--- config.mk ---
export PLATFORM = sky130hd
export DESIGN_NAME = mnacidpro_valve_seq
export DESIGN_NICKNAME = d
export VERILOG_FILES = /design/src/rtl/mnacidpro_pkg.sv /design/src/rtl/mnacidpro_valve_seq_pump.sv /design/src/rtl/mnacidpro_valve_seq.sv
export SDC_FILE = /design/constraint.sdc
export NUM_CORES = 1
export LEC_CHECK = 0
export CAP_MARGIN = 20
export CORE_UTILIZATION = 53
export DETAILED_ROUTE_END_ITERATION = 12
export GPL_TIMING_DRIVEN = 0
export PLACE_DENSITY = 0.87
export RECOVER_POWER = 50
export SLEW_MARGIN = 40
export SYNTH_ARGS = -nofsm -noshare
export SYNTH_HDL_FRONTEND = slang
export SYNTH_SLANG_ARGS = --single-unit
--- constraint.sdc ---
create_clock -name clk -period 2.95 [get_ports clk]
set_input_delay 0.59 -clock clk [delete_from_list [all_inputs] [get_ports clk]]
set_output_delay 0.59 -clock clk [all_outputs]
set_load 0.1 [all_outputs]
--- src/rtl/mnacidpro_pkg.sv ---
// Shared types and constants for the mnacidpro valve sequencer: step states,
// valve bit positions, per-step open-valve masks and the peristaltic pattern.
package mnacidpro_pkg;

  typedef enum logic [2:0] {
    ST_IDLE,
    ST_BEAD_LOAD,
    ST_LYSIS,
    ST_WASH,
    ST_ELUTE,
    ST_COLLECT,
    ST_DONE
  } state_t;

  typedef enum logic [1:0] {
    SUB_SETTLE,
    SUB_PUMP,
    SUB_FLUSH
  } sub_t;

  localparam int NUM_VALVES   = 11;
  localparam int V_LYSIS      = 0;
  localparam int V_WASH       = 1;
  localparam int V_ELUTE      = 2;
  localparam int V_DEAD_END   = 3;
  localparam int V_VERTICAL   = 4;
  localparam int V_HORIZ      = 5;
  localparam int V_WASTE      = 6;
  localparam int V_BEAD       = 7;
  localparam int V_LOOP_EXIT  = 8;
  localparam int V_BEAD_TRAP  = 9;
  localparam int V_COLLECT    = 10;

  localparam logic [2:0] PUMP_CLOSED = 3'b111;

  // Gray-like sequence: neighbouring phases differ in a single valve.
  localparam logic [2:0] PUMP_PAT [6] = '{3'b110, 3'b100, 3'b101, 3'b001, 3'b011, 3'b010};

  // 1 marks a valve that is open (depressurised) during the given step.
  function automatic logic [NUM_VALVES-1:0] valve_open_mask(state_t s);
    logic [NUM_VALVES-1:0] m;
    m = '0;
    case (s)
      ST_BEAD_LOAD: begin
        m[V_BEAD]  = 1'b1;
        m[V_HORIZ] = 1'b1;
        m[V_WASTE] = 1'b1;
      end
      ST_LYSIS: begin
        m[V_LYSIS]     = 1'b1;
        m[V_VERTICAL]  = 1'b1;
        m[V_LOOP_EXIT] = 1'b1;
        m[V_WASTE]     = 1'b1;
      end
      ST_WASH: begin
        m[V_WASH]  = 1'b1;
        m[V_HORIZ] = 1'b1;
        m[V_WASTE] = 1'b1;
      end
      ST_ELUTE: begin
        m[V_ELUTE]    = 1'b1;
        m[V_VERTICAL] = 1'b1;
        m[V_DEAD_END] = 1'b1;
      end
      ST_COLLECT: begin
        m[V_BEAD_TRAP] = 1'b1;
        m[V_LOOP_EXIT] = 1'b1;
        m[V_COLLECT]   = 1'b1;
      end
      default: m = '0;
    endcase
    return m;
  endfunction

endpackage

--- src/rtl/mnacidpro_valve_seq_pump.sv ---
// Peristaltic pump pattern generator: while enable is high, the registered
// pump output steps P0..P5, each held PUMP_HOLD cycles, for STROKES strokes.
module peristaltic_pump_gen
  import mnacidpro_pkg::*;
#(
  parameter int PUMP_HOLD = 4,
  parameter int STROKES   = 2
) (
  input  logic       clk,
  input  logic       rst_n,
  input  logic       enable,
  output logic [2:0] pump,
  output logic       strokes_done
);

  localparam int HOLD_W   = $clog2(PUMP_HOLD + 1);
  localparam int STROKE_W = $clog2(STROKES + 1);

  logic [HOLD_W-1:0]   hold_cnt;
  logic [2:0]          phase;
  logic [STROKE_W-1:0] stroke;
  logic                hold_last;
  logic                phase_last;
  logic                stroke_last;

  assign hold_last   = (hold_cnt == HOLD_W'(PUMP_HOLD - 1));
  assign phase_last  = (phase == 3'd5);
  assign stroke_last = (stroke == STROKE_W'(STROKES - 1));

  // enable describes the next cycle, so the pattern lands on the pump outputs
  // exactly in the cycles the sequencer has scheduled for pumping.
  always_ff @(posedge clk) begin
    if (!rst_n || !enable) begin
      hold_cnt     <= '0;
      phase        <= '0;
      stroke       <= '0;
      pump         <= PUMP_CLOSED;
      strokes_done <= 1'b0;
    end else begin
      pump         <= PUMP_PAT[phase];
      strokes_done <= hold_last && phase_last && stroke_last;
      if (hold_last) begin
        hold_cnt <= '0;
        if (phase_last) begin
          phase  <= '0;
          stroke <= stroke_last ? '0 : stroke + STROKE_W'(1);
        end else begin
          phase <= phase + 3'd1;
        end
      end else begin
        hold_cnt <= hold_cnt + HOLD_W'(1);
      end
    end
  end

endmodule

--- src/rtl/mnacidpro_valve_seq.sv ---
// Protocol sequencer for the mnacidpro control layer (bead-load/lysis/wash/
// elute/collect per sample). Define MNACID_FLUSH_EN for the per-step flush.
module mnacidpro_valve_seq
  import mnacidpro_pkg::*;
#(
  parameter int SIZE         = 8,
  parameter int PUMP_HOLD    = 4,
  parameter int STROKES      = 2,
  parameter int SETTLE       = 2,
  parameter int FLUSH_CYCLES = 3
) (
  input  logic                      clk,
  input  logic                      rst_n,
  input  logic                      start,
  input  logic                      abort,
  input  logic [$clog2(SIZE+1)-1:0] n_samples,
  output logic                      busy,
  output logic                      done,
  output logic [$clog2(SIZE)-1:0]   sample_idx,
  output logic                      lysis_ctrl,
  output logic                      wash_ctrl,
  output logic                      elute_ctrl,
  output logic                      dead_end_ctrl,
  output logic                      vertical_ctrl,
  output logic                      horiz_ctrl,
  output logic                      waste_ctrl,
  output logic                      bead_ctrl,
  output logic                      loop_exit_ctrl,
  output logic                      bead_trap_ctrl,
  output logic                      collect_ctrl,
  output logic [2:0]                pump
`ifdef MNACID_FLUSH_EN
  ,
  output logic                      lysis_flush,
  output logic                      wash_flush,
  output logic                      elute_flush,
  output logic                      dead_end_flush,
  output logic                      vertical_flush,
  output logic                      horiz_flush,
  output logic                      waste_flush,
  output logic                      bead_flush,
  output logic                      loop_exit_flush,
  output logic                      bead_trap_flush,
  output logic                      collect_flush,
  output logic [2:0]                pump_flush
`endif
);

  localparam int N_W     = $clog2(SIZE + 1);
  localparam int S_W     = $clog2(SIZE);
  localparam int TMR_MAX = (SETTLE > FLUSH_CYCLES) ? SETTLE : FLUSH_CYCLES;
  localparam int TMR_W   = $clog2(TMR_MAX + 1);

  function automatic logic [N_W-1:0] sat_samples(logic [N_W-1:0] n);
    if (n > N_W'(SIZE)) return N_W'(SIZE);
    return n;
  endfunction

  state_t                state, state_nxt;
  sub_t                  sub, sub_nxt;
  logic [TMR_W-1:0]      tmr, tmr_nxt;
  logic [S_W-1:0]        samp_nxt;
  logic [N_W-1:0]        n_lat, n_nxt;
  logic                  step_end;
  logic                  last_sample;
  logic                  strokes_done;
  logic                  pump_en;
  logic [NUM_VALVES-1:0] valve_q;

  assign last_sample = ((N_W'(sample_idx) + N_W'(1)) == n_lat);
  assign pump_en     = (sub_nxt == SUB_PUMP);

  peristaltic_pump_gen #(
    .PUMP_HOLD(PUMP_HOLD),
    .STROKES  (STROKES)
  ) u_pump (
    .clk         (clk),
    .rst_n       (rst_n),
    .enable      (pump_en),
    .pump        (pump),
    .strokes_done(strokes_done)
  );

  always_comb begin
    state_nxt = state;
    sub_nxt   = sub;
    tmr_nxt   = tmr;
    samp_nxt  = sample_idx;
    n_nxt     = n_lat;
    step_end  = 1'b0;
    case (state)
      ST_IDLE: begin
        sub_nxt  = SUB_SETTLE;
        tmr_nxt  = '0;
        samp_nxt = '0;
        if (start && !abort) begin
          n_nxt     = sat_samples(n_samples);
          state_nxt = (n_samples == '0) ? ST_DONE : ST_BEAD_LOAD;
        end
      end
      ST_DONE: begin
        state_nxt = ST_IDLE;
        samp_nxt  = '0;
      end
      default: begin
        case (sub)
          SUB_SETTLE: begin
            if (tmr == TMR_W'(SETTLE - 1)) begin
              sub_nxt = SUB_PUMP;
              tmr_nxt = '0;
            end else begin
              tmr_nxt = tmr + TMR_W'(1);
            end
          end
          SUB_PUMP: begin
            if (strokes_done) begin
`ifdef MNACID_FLUSH_EN
              sub_nxt = SUB_FLUSH;
              tmr_nxt = '0;
`else
              step_end = 1'b1;
`endif
            end
          end
          SUB_FLUSH: begin
            if (tmr == TMR_W'(FLUSH_CYCLES - 1)) step_end = 1'b1;
            else tmr_nxt = tmr + TMR_W'(1);
          end
          default: sub_nxt = SUB_SETTLE;
        endcase
        if (step_end) begin
          sub_nxt = SUB_SETTLE;
          tmr_nxt = '0;
          case (state)
            ST_BEAD_LOAD: state_nxt = ST_LYSIS;
            ST_LYSIS:     state_nxt = ST_WASH;
            ST_WASH:      state_nxt = ST_ELUTE;
            ST_ELUTE:     state_nxt = ST_COLLECT;
            default: begin
              if (last_sample) begin
                state_nxt = ST_DONE;
                samp_nxt  = '0;
              end else begin
                state_nxt = ST_BEAD_LOAD;
                samp_nxt  = sample_idx + S_W'(1);
              end
            end
          endcase
        end
        // abort outranks any step advance decided above
        if (abort) begin
          state_nxt = ST_IDLE;
          sub_nxt   = SUB_SETTLE;
          tmr_nxt   = '0;
          samp_nxt  = '0;
        end
      end
    endcase
  end

  // Outputs are registered from the next-state values so they line up with state.
  always_ff @(posedge clk) begin
    if (!rst_n) begin
      state      <= ST_IDLE;
      sub        <= SUB_SETTLE;
      tmr        <= '0;
      n_lat      <= '0;
      sample_idx <= '0;
      valve_q    <= '1;
      busy       <= 1'b0;
      done       <= 1'b0;
    end else begin
      state      <= state_nxt;
      sub        <= sub_nxt;
      tmr        <= tmr_nxt;
      n_lat      <= n_nxt;
      sample_idx <= samp_nxt;
      valve_q    <= ~valve_open_mask(state_nxt);
      busy       <= (state_nxt != ST_IDLE) && (state_nxt != ST_DONE);
      done       <= (state_nxt == ST_DONE);
    end
  end

  assign lysis_ctrl     = valve_q[V_LYSIS];
  assign wash_ctrl      = valve_q[V_WASH];
  assign elute_ctrl     = valve_q[V_ELUTE];
  assign dead_end_ctrl  = valve_q[V_DEAD_END];
  assign vertical_ctrl  = valve_q[V_VERTICAL];
  assign horiz_ctrl     = valve_q[V_HORIZ];
  assign waste_ctrl     = valve_q[V_WASTE];
  assign bead_ctrl      = valve_q[V_BEAD];
  assign loop_exit_ctrl = valve_q[V_LOOP_EXIT];
  assign bead_trap_ctrl = valve_q[V_BEAD_TRAP];
  assign collect_ctrl   = valve_q[V_COLLECT];

`ifdef MNACID_FLUSH_EN
  logic [NUM_VALVES-1:0] flush_q;

  always_ff @(posedge clk) begin
    if (!rst_n) begin
      flush_q    <= '0;
      pump_flush <= 3'b000;
    end else begin
      flush_q    <= (sub_nxt == SUB_FLUSH) ? valve_open_mask(state_nxt) : '0;
      pump_flush <= (sub_nxt == SUB_FLUSH) ? 3'b111 : 3'b000;
    end
  end

  assign lysis_flush     = flush_q[V_LYSIS];
  assign wash_flush      = flush_q[V_WASH];
  assign elute_flush     = flush_q[V_ELUTE];
  assign dead_end_flush  = flush_q[V_DEAD_END];
  assign vertical_flush  = flush_q[V_VERTICAL];
  assign horiz_flush     = flush_q[V_HORIZ];
  assign waste_flush     = flush_q[V_WASTE];
  assign bead_flush      = flush_q[V_BEAD];
  assign loop_exit_flush = flush_q[V_LOOP_EXIT];
  assign bead_trap_flush = flush_q[V_BEAD_TRAP];
  assign collect_flush   = flush_q[V_COLLECT];
`endif

endmodule

Yosys cells after proc, flatten, opt, wreduce, memory -nomap -nowiden. Memory sizes are Yosys's and may differ from the RTL's. A register that Yosys moved wholly into a read port is not among the register bits. Index checks and enable logic that the tools add are counted.

Register bits: 36. Bits in read-only memories: 24. Input port bits: 8. Output and inout port bits: 19. Word-level logic and storage cells: 121. Memories kept: 1.

$add $sub $neg: 6. Magnitude comparators: 1. Equal/unequal tests: 22. Muxes and demuxes: 48. Bitwise operators: 5. Reduce and logical (&&, ||, !) cells: 26.

Memory list: (name not given) (words 8, bits a word 3, read ports 1, clocked after Yosys merged registers in 1, write ports 0, line mnacidpro_valve_seq_pump.sv:40) `pump <= PUMP_PAT[phase];`.

Operator list (count): two-way mux 2 bit (12); two-way mux 3 bit (7); two-way mux 1 bit (20); == test 3 bit, second input constant (6); one-hot mux 2 bit (2 select lines) (4); == test 3 x 2 -> 1 bit, second input constant (5); one-hot mux 3 bit (4 select lines) (1); OR reduction 2 bit (6); NOT 11 bit (1); adder 3 x 1 -> 3 bit, second input constant (3); == test 2 x 1 -> 1 bit, second input constant (4); two-way mux 4 bit (2); OR reduction 4 bit (2); == test 3 x 1 -> 1 bit, second input constant (2); one-hot mux 3 bit (2 select lines) (1); AND reduction 2 bit (3); != test 5 bit, second input constant (1); nonzero test 5 bit (1); adder 2 x 1 -> 2 bit, second input constant (2); adder 3 x 1 -> 4 bit, second input constant (1); == test 2 bit, second input constant (2); == test 4 bit (1); greater-than comparator 4 bit, second input constant (1); logical AND 1 bit (4); 12 further kinds (16).

Depth between registers and ports, before layout.
Depth in word-level cells: 12. Depth in mapped cells: 9. Depth with buffers taken out: 8.

Modules after synthesis. A second synthesis with hierarchy kept.

Cell total of the unflattened synthesis: 193. Area, all modules: 1774.2 um2.

By module, submodules not included: mnacidpro_valve_seq (instances 1, cells an instance 152, area an instance 1298.7 um2, sequential area each 500.5 um2); peristaltic_pump_gen (instances 1, cells an instance 41, area an instance 475.5 um2, sequential area each 240.2 um2).

Worst setup path after synthesis. Ideal clock, no wire load.

Path type: reg-to-reg. From: reg sample_idx[0]. To: reg busy. Library setup time: 0.120 ns. Data arrival time: 2.691 ns. Required time: 2.830 ns. Path slack: 0.140 ns. Stages on the path, launching flop included: 8. Path buffers: 0. Period minus slack after synthesis: 2.810 ns. Cell sequence: dfxtp_1 > ha_1 > xor2_1 > nor3_1 > o21ai_0 > o211a_1 > and2b_1 > o31a_1.

Word-level cells in the longest chain between the ends: 9. Elaborated cells on any way between the ends: 10. Classes of those cells: add/sub (1); eq/ne (2); mux (5); reduce/logical (2).

RTL lines: from (decl) (line mnacidpro_valve_seq.sv:19) `output logic [$clog2(SIZE)-1:0] sample_idx,`; from (signal assigned) (line mnacidpro_valve_seq.sv:177) `sample_idx <= samp_nxt;`; adder 3 x 1 -> 4 bit * (line mnacidpro_valve_seq.sv:70) `assign last_sample = ((N_W'(sample_idx) + N_W'(1)) == n_lat);`; == test 4 bit * (line mnacidpro_valve_seq.sv:70); two-way mux 3 bit * (line mnacidpro_valve_seq.sv:140) `if (last_sample) begin`; one-hot mux 3 bit (4 select lines) * (line mnacidpro_valve_seq.sv:134) `case (state)`; two-way mux 3 bit * (line mnacidpro_valve_seq.sv:131) `if (step_end) begin`; two-way mux 3 bit * (line mnacidpro_valve_seq.sv:151) `if (abort) begin`; one-hot mux 3 bit (2 select lines) * (line mnacidpro_valve_seq.sv:91) `case (state)`; != test 3 bit or nonzero test 3 bit (tied branches) (line mnacidpro_valve_seq.sv:179) `busy <= (state_nxt != ST_IDLE) && (state_nxt != ST_DONE);`; logical AND 1 bit * (line mnacidpro_valve_seq.sv:179); to (signal assigned) (line mnacidpro_valve_seq.sv:179); to (decl) (line mnacidpro_valve_seq.sv:17) `output logic busy,`.

Mark *: on every way between the ends. The rest lies on a longest branch, timed or not. A chain may end at the register's enable or synchronous reset.

Worst setup path in the final report. Same ends and word-level chain as after synthesis.

==> results by stage <==
Timing:
- The number of setup violations in the final report is 0.
- The number of hold-slack violations in the final timing report came to 0.
- Dividing the final minimum period by the clock period gives 0.8309.
- The worst clock skew is 0.01076 ns.
- The highest attainable clock frequency is 407.9 MHz.
- Setup repair after global routing left no endpoint under its margin.
- The final max-slew violation count came to 0.
- The final critical-path required period is 2.451 ns.
- The sum of negative setup slack is 0 ns.
- In this run the tightest slew margin relative to its limit is 0.2195.
- At the pin with the least slew margin, the transition time is 1.176 ns.

Routing:
- Summed over all layers, the routed wires come to 3396 um.
- The number of vias per cell is 5.327.
- The first-pass iteration count of the detailed router is 5.
- The number of nets with antenna violations after routing is 0.
- The first routing iteration left 65 violations.
- The detailed router placed 1449 vias in this run.
- The mean routed wirelength per cell is 12.49 um.
- The DRC violation count after routing is 0.

Die:
- The floorplan step defined a die boundary enclosing 3649 um^2.
- Pin placement for this block handled 27 I/O pins.
- The initial utilization of the core area, before any placement, comes to 0.5734.
- The initialized floorplan defines 20 standard-cell rows.
- The die outline width is 60.41 um.
- The die span in y is 60.41 um.
- In this run the standard cell core region covers 3153 um^2.

Synthesis:
- The post-synth net total is 209.
- Of the synthesized area, sequential elements account for 0.4097.
- The number of distinct library cell variants in the gate-level netlist after synthesis is 57.
- The most used flip-flop cell after synthesis is sky130_fd_sc_hd__dfxtp_1.
- The number of enable flip-flop cells after synthesis is 0.
- The average size of a mapped cell is 9.320 um^2.
- During synthesis, Yosys emitted a total of 0 warnings.
- The fraction of synthesis flops using an asynchronous set or reset pin is 0.
- Counting every instance in the synthesized netlist gives 194.
- The flip-flop and latch count after synthesis is 37.
- The post-synthesis instance area is 1808 um^2.

Layout:
- Leaving out fill and tap cells, the most frequent cells in the layout are sky130_fd_sc_hd__dfxtp_1 (37), sky130_fd_sc_hd__clkbuf_1 (23), sky130_fd_sc_hd__nand2_1 (17).
- The ratio of cells with drive above 1 in the final layout is 0.1184.
- The library cell used most frequently in the layout, excluding fill and tap cells, is sky130_fd_sc_hd__dfxtp_1.
- The design area is 2085 um^2.
- The antenna diode count is 0.
- The net count of the finished layout is 242.
- The area growth from synthesis to final layout is 15.29%.
- The utilization after layout is 0.6611.

CTS:
- TritonCTS built the clock tree.
- Counting the buffers created by CTS gives 5.
- The clock reaches the later pin of the worst-skew pair after 0.33 ns.
- The number of buffers inserted by hold repair at cts is 0.
- Clock tree synthesis found a total of 37 sinks.
- The post-cts gate resize count is 0.
- The CTS H-tree depth is 2.
- Clock-pin slew was measured on the worst setup and hold paths at 0.12 ns.
- The number of setup buffers added after CTS is 0.
- The cell chosen for the clock root is sky130_fd_sc_hd__clkbuf_4.
- Counting along the longest clock path gives a buffer depth of 2.

Critical path:
- The critical path is of the reg -> reg type.
- The critical path endpoint category is a register.
- The beginning of the worst register-to-register path is sample_idx[0].
- The data arrival time at the worst-slack endpoint is 2.67 ns.
- For the worst setup path, the data required time is 3.17 ns.
- The worst reg-to-reg path cell count is 7.
- The start point of the critical path is sample_idx[0].
- In this run the worst path has a maximum fanout of 6.
- The critical path launch point type is a register.
- The reg2reg setup slack is 0.50 ns.

GRT:
- The initial antenna violation count is 0.
- The global-route wire length before repair is 5637 um.
- The global route total overflow is 0.
- The pin count of the biggest net entering global routing is 13.
- Across every metal layer, demand over resource in global routing totals 0.2071.
- The via count of the first global-routing pass is 1366.

Outcome:
- The flow ran to the end, and the final reports show no timing, DRC or antenna violations.

Placed design:
- In this run the tool buffered the top-level ports with 26 buffer cells.
- The HPWL reported at the end of detailed placement is 2511 um.
- After detailed placement, the total cell area comes to 2028 um^2.
- The routability congestion estimate from global placement is 0.8924.

Hold path:
- The tightest min-delay check is of the reg -> reg type.
- Along the worst hold path, the cell count comes to 1.
- In this run the most critical hold path is launched from u_pump.stroke[1].

Power:
- The maximum ir drop on the vdd rail is 0.4008 mV.
- The power density normalized to cell area is 451.5 nW/um^2.
- The leakage component of the power is 0.7518 nW.

Run:
- Across the run, the number of max-cap violations was 0.
-- routing by layer --
metal | vias up | global-route usage | routed length (um)
met2 | 27 | 0.3407 | 1589
met4 | 0 | 0.08970 | 36
li1 | 741 | - | -
met3 | 4 | 0.05117 | 138
met1 | 677 | 0.2577 | 1632
met5 | - | 0 | 0
-- Yosys cell counts, drive strengths merged (3+ instances only) --
master / instances / share of area
a21oi: 7 / 0.021
and2: 7 / 0.025
and3: 3 / 0.014
buf: 8 / 0.039
clkbuf: 3 / 0.0062
dfxtp: 37 / 0.41
ha: 7 / 0.048
inv: 11 / 0.023
mux2i: 7 / 0.039
nand2: 17 / 0.035
nand3: 6 / 0.017
nor2: 10 / 0.021
nor2b: 11 / 0.038
nor3: 8 / 0.022
o21ai: 7 / 0.019
or3: 4 / 0.017
xnor2: 4 / 0.019
xor2: 3 / 0.015
-- state kept, by name, indices dropped and copies added (netlist names) --
name                 count
busy                     1
done                     1
n_lat                    4
sample_idx               3
state                    3
sub                      2
tmr                      2
u_pump.hold_cnt          3
u_pump.phase             3
u_pump.pump              3
u_pump.stroke            2
u_pump.strokes_done      1
valve_q                  9
-- where the power goes --
part	internal, mW	switching (mW)
combinational	0.0314	0.0567
sequential	0.506	0.00333
clock	0.181	0.163
-- worst max-delay path: stages (launching register included) --
cell and delay (ns):
sky130_fd_sc_hd__dfxtp_1 0.40, sky130_fd_sc_hd__ha_1 0.26, sky130_fd_sc_hd__xor2_1 0.16, sky130_fd_sc_hd__and3_4 0.19
sky130_fd_sc_hd__o21ai_0 0.48, sky130_fd_sc_hd__o211a_1 0.35, sky130_fd_sc_hd__and2b_1 0.26, sky130_fd_sc_hd__o31a_1 0.24
-- through the flow --
step	instances	hold WS, ns	worst slack [ns]	power [mW]
2_1_floorplan	194	0.3985	0.1397	0.5846
3_3_place_gp	264	0.4081	0.3279	0.6114
3_5_place_dp	264	0.4194	0.3280	0.6094
4_1_cts	272	0.4364	0.5342	0.9521
5_1_grt	272	0.4527	0.2952	0.9810
6_report	272	0.4313	0.4987	0.9411
-- worst paths after layout --
check | to
worst max-delay path | busy
worst min-delay path | u_pump.strokes_done
worst max register to register | busy
worst min register to register | u_pump.strokes_done
-- final cells by class --
cell class | count | area (um^2)
plain buffers | 11 | 81.33
clock buffers | 6 | 41.29
clock inverters | 2 | 38.79
fillers | 276 | 1069
inverters | 11 | 41.29
multi-input cells | 135 | 944.7
flip-flops and latches | 37 | 740.7
well taps | 44 | 55.05
repair buffers | 26 | 141.4
-- logic make-up (layout without fill, tap and decap cells) --
family | after synthesis | count (layout) | share of synthesized area
simple gates | 83 | 83 | 0.2658
compound gates | 31 | 31 | 0.1356
xor+xnor | 7 | 7 | 0.03391
fa+ha+maj | 7 | 7 | 0.04844
buf+inv | 22 | 56 | 0.06782
flops | 37 | 37 | 0.4097
mux | 7 | 7 | 0.03876
No activity file was read; power rests on OpenSTA's default activity.
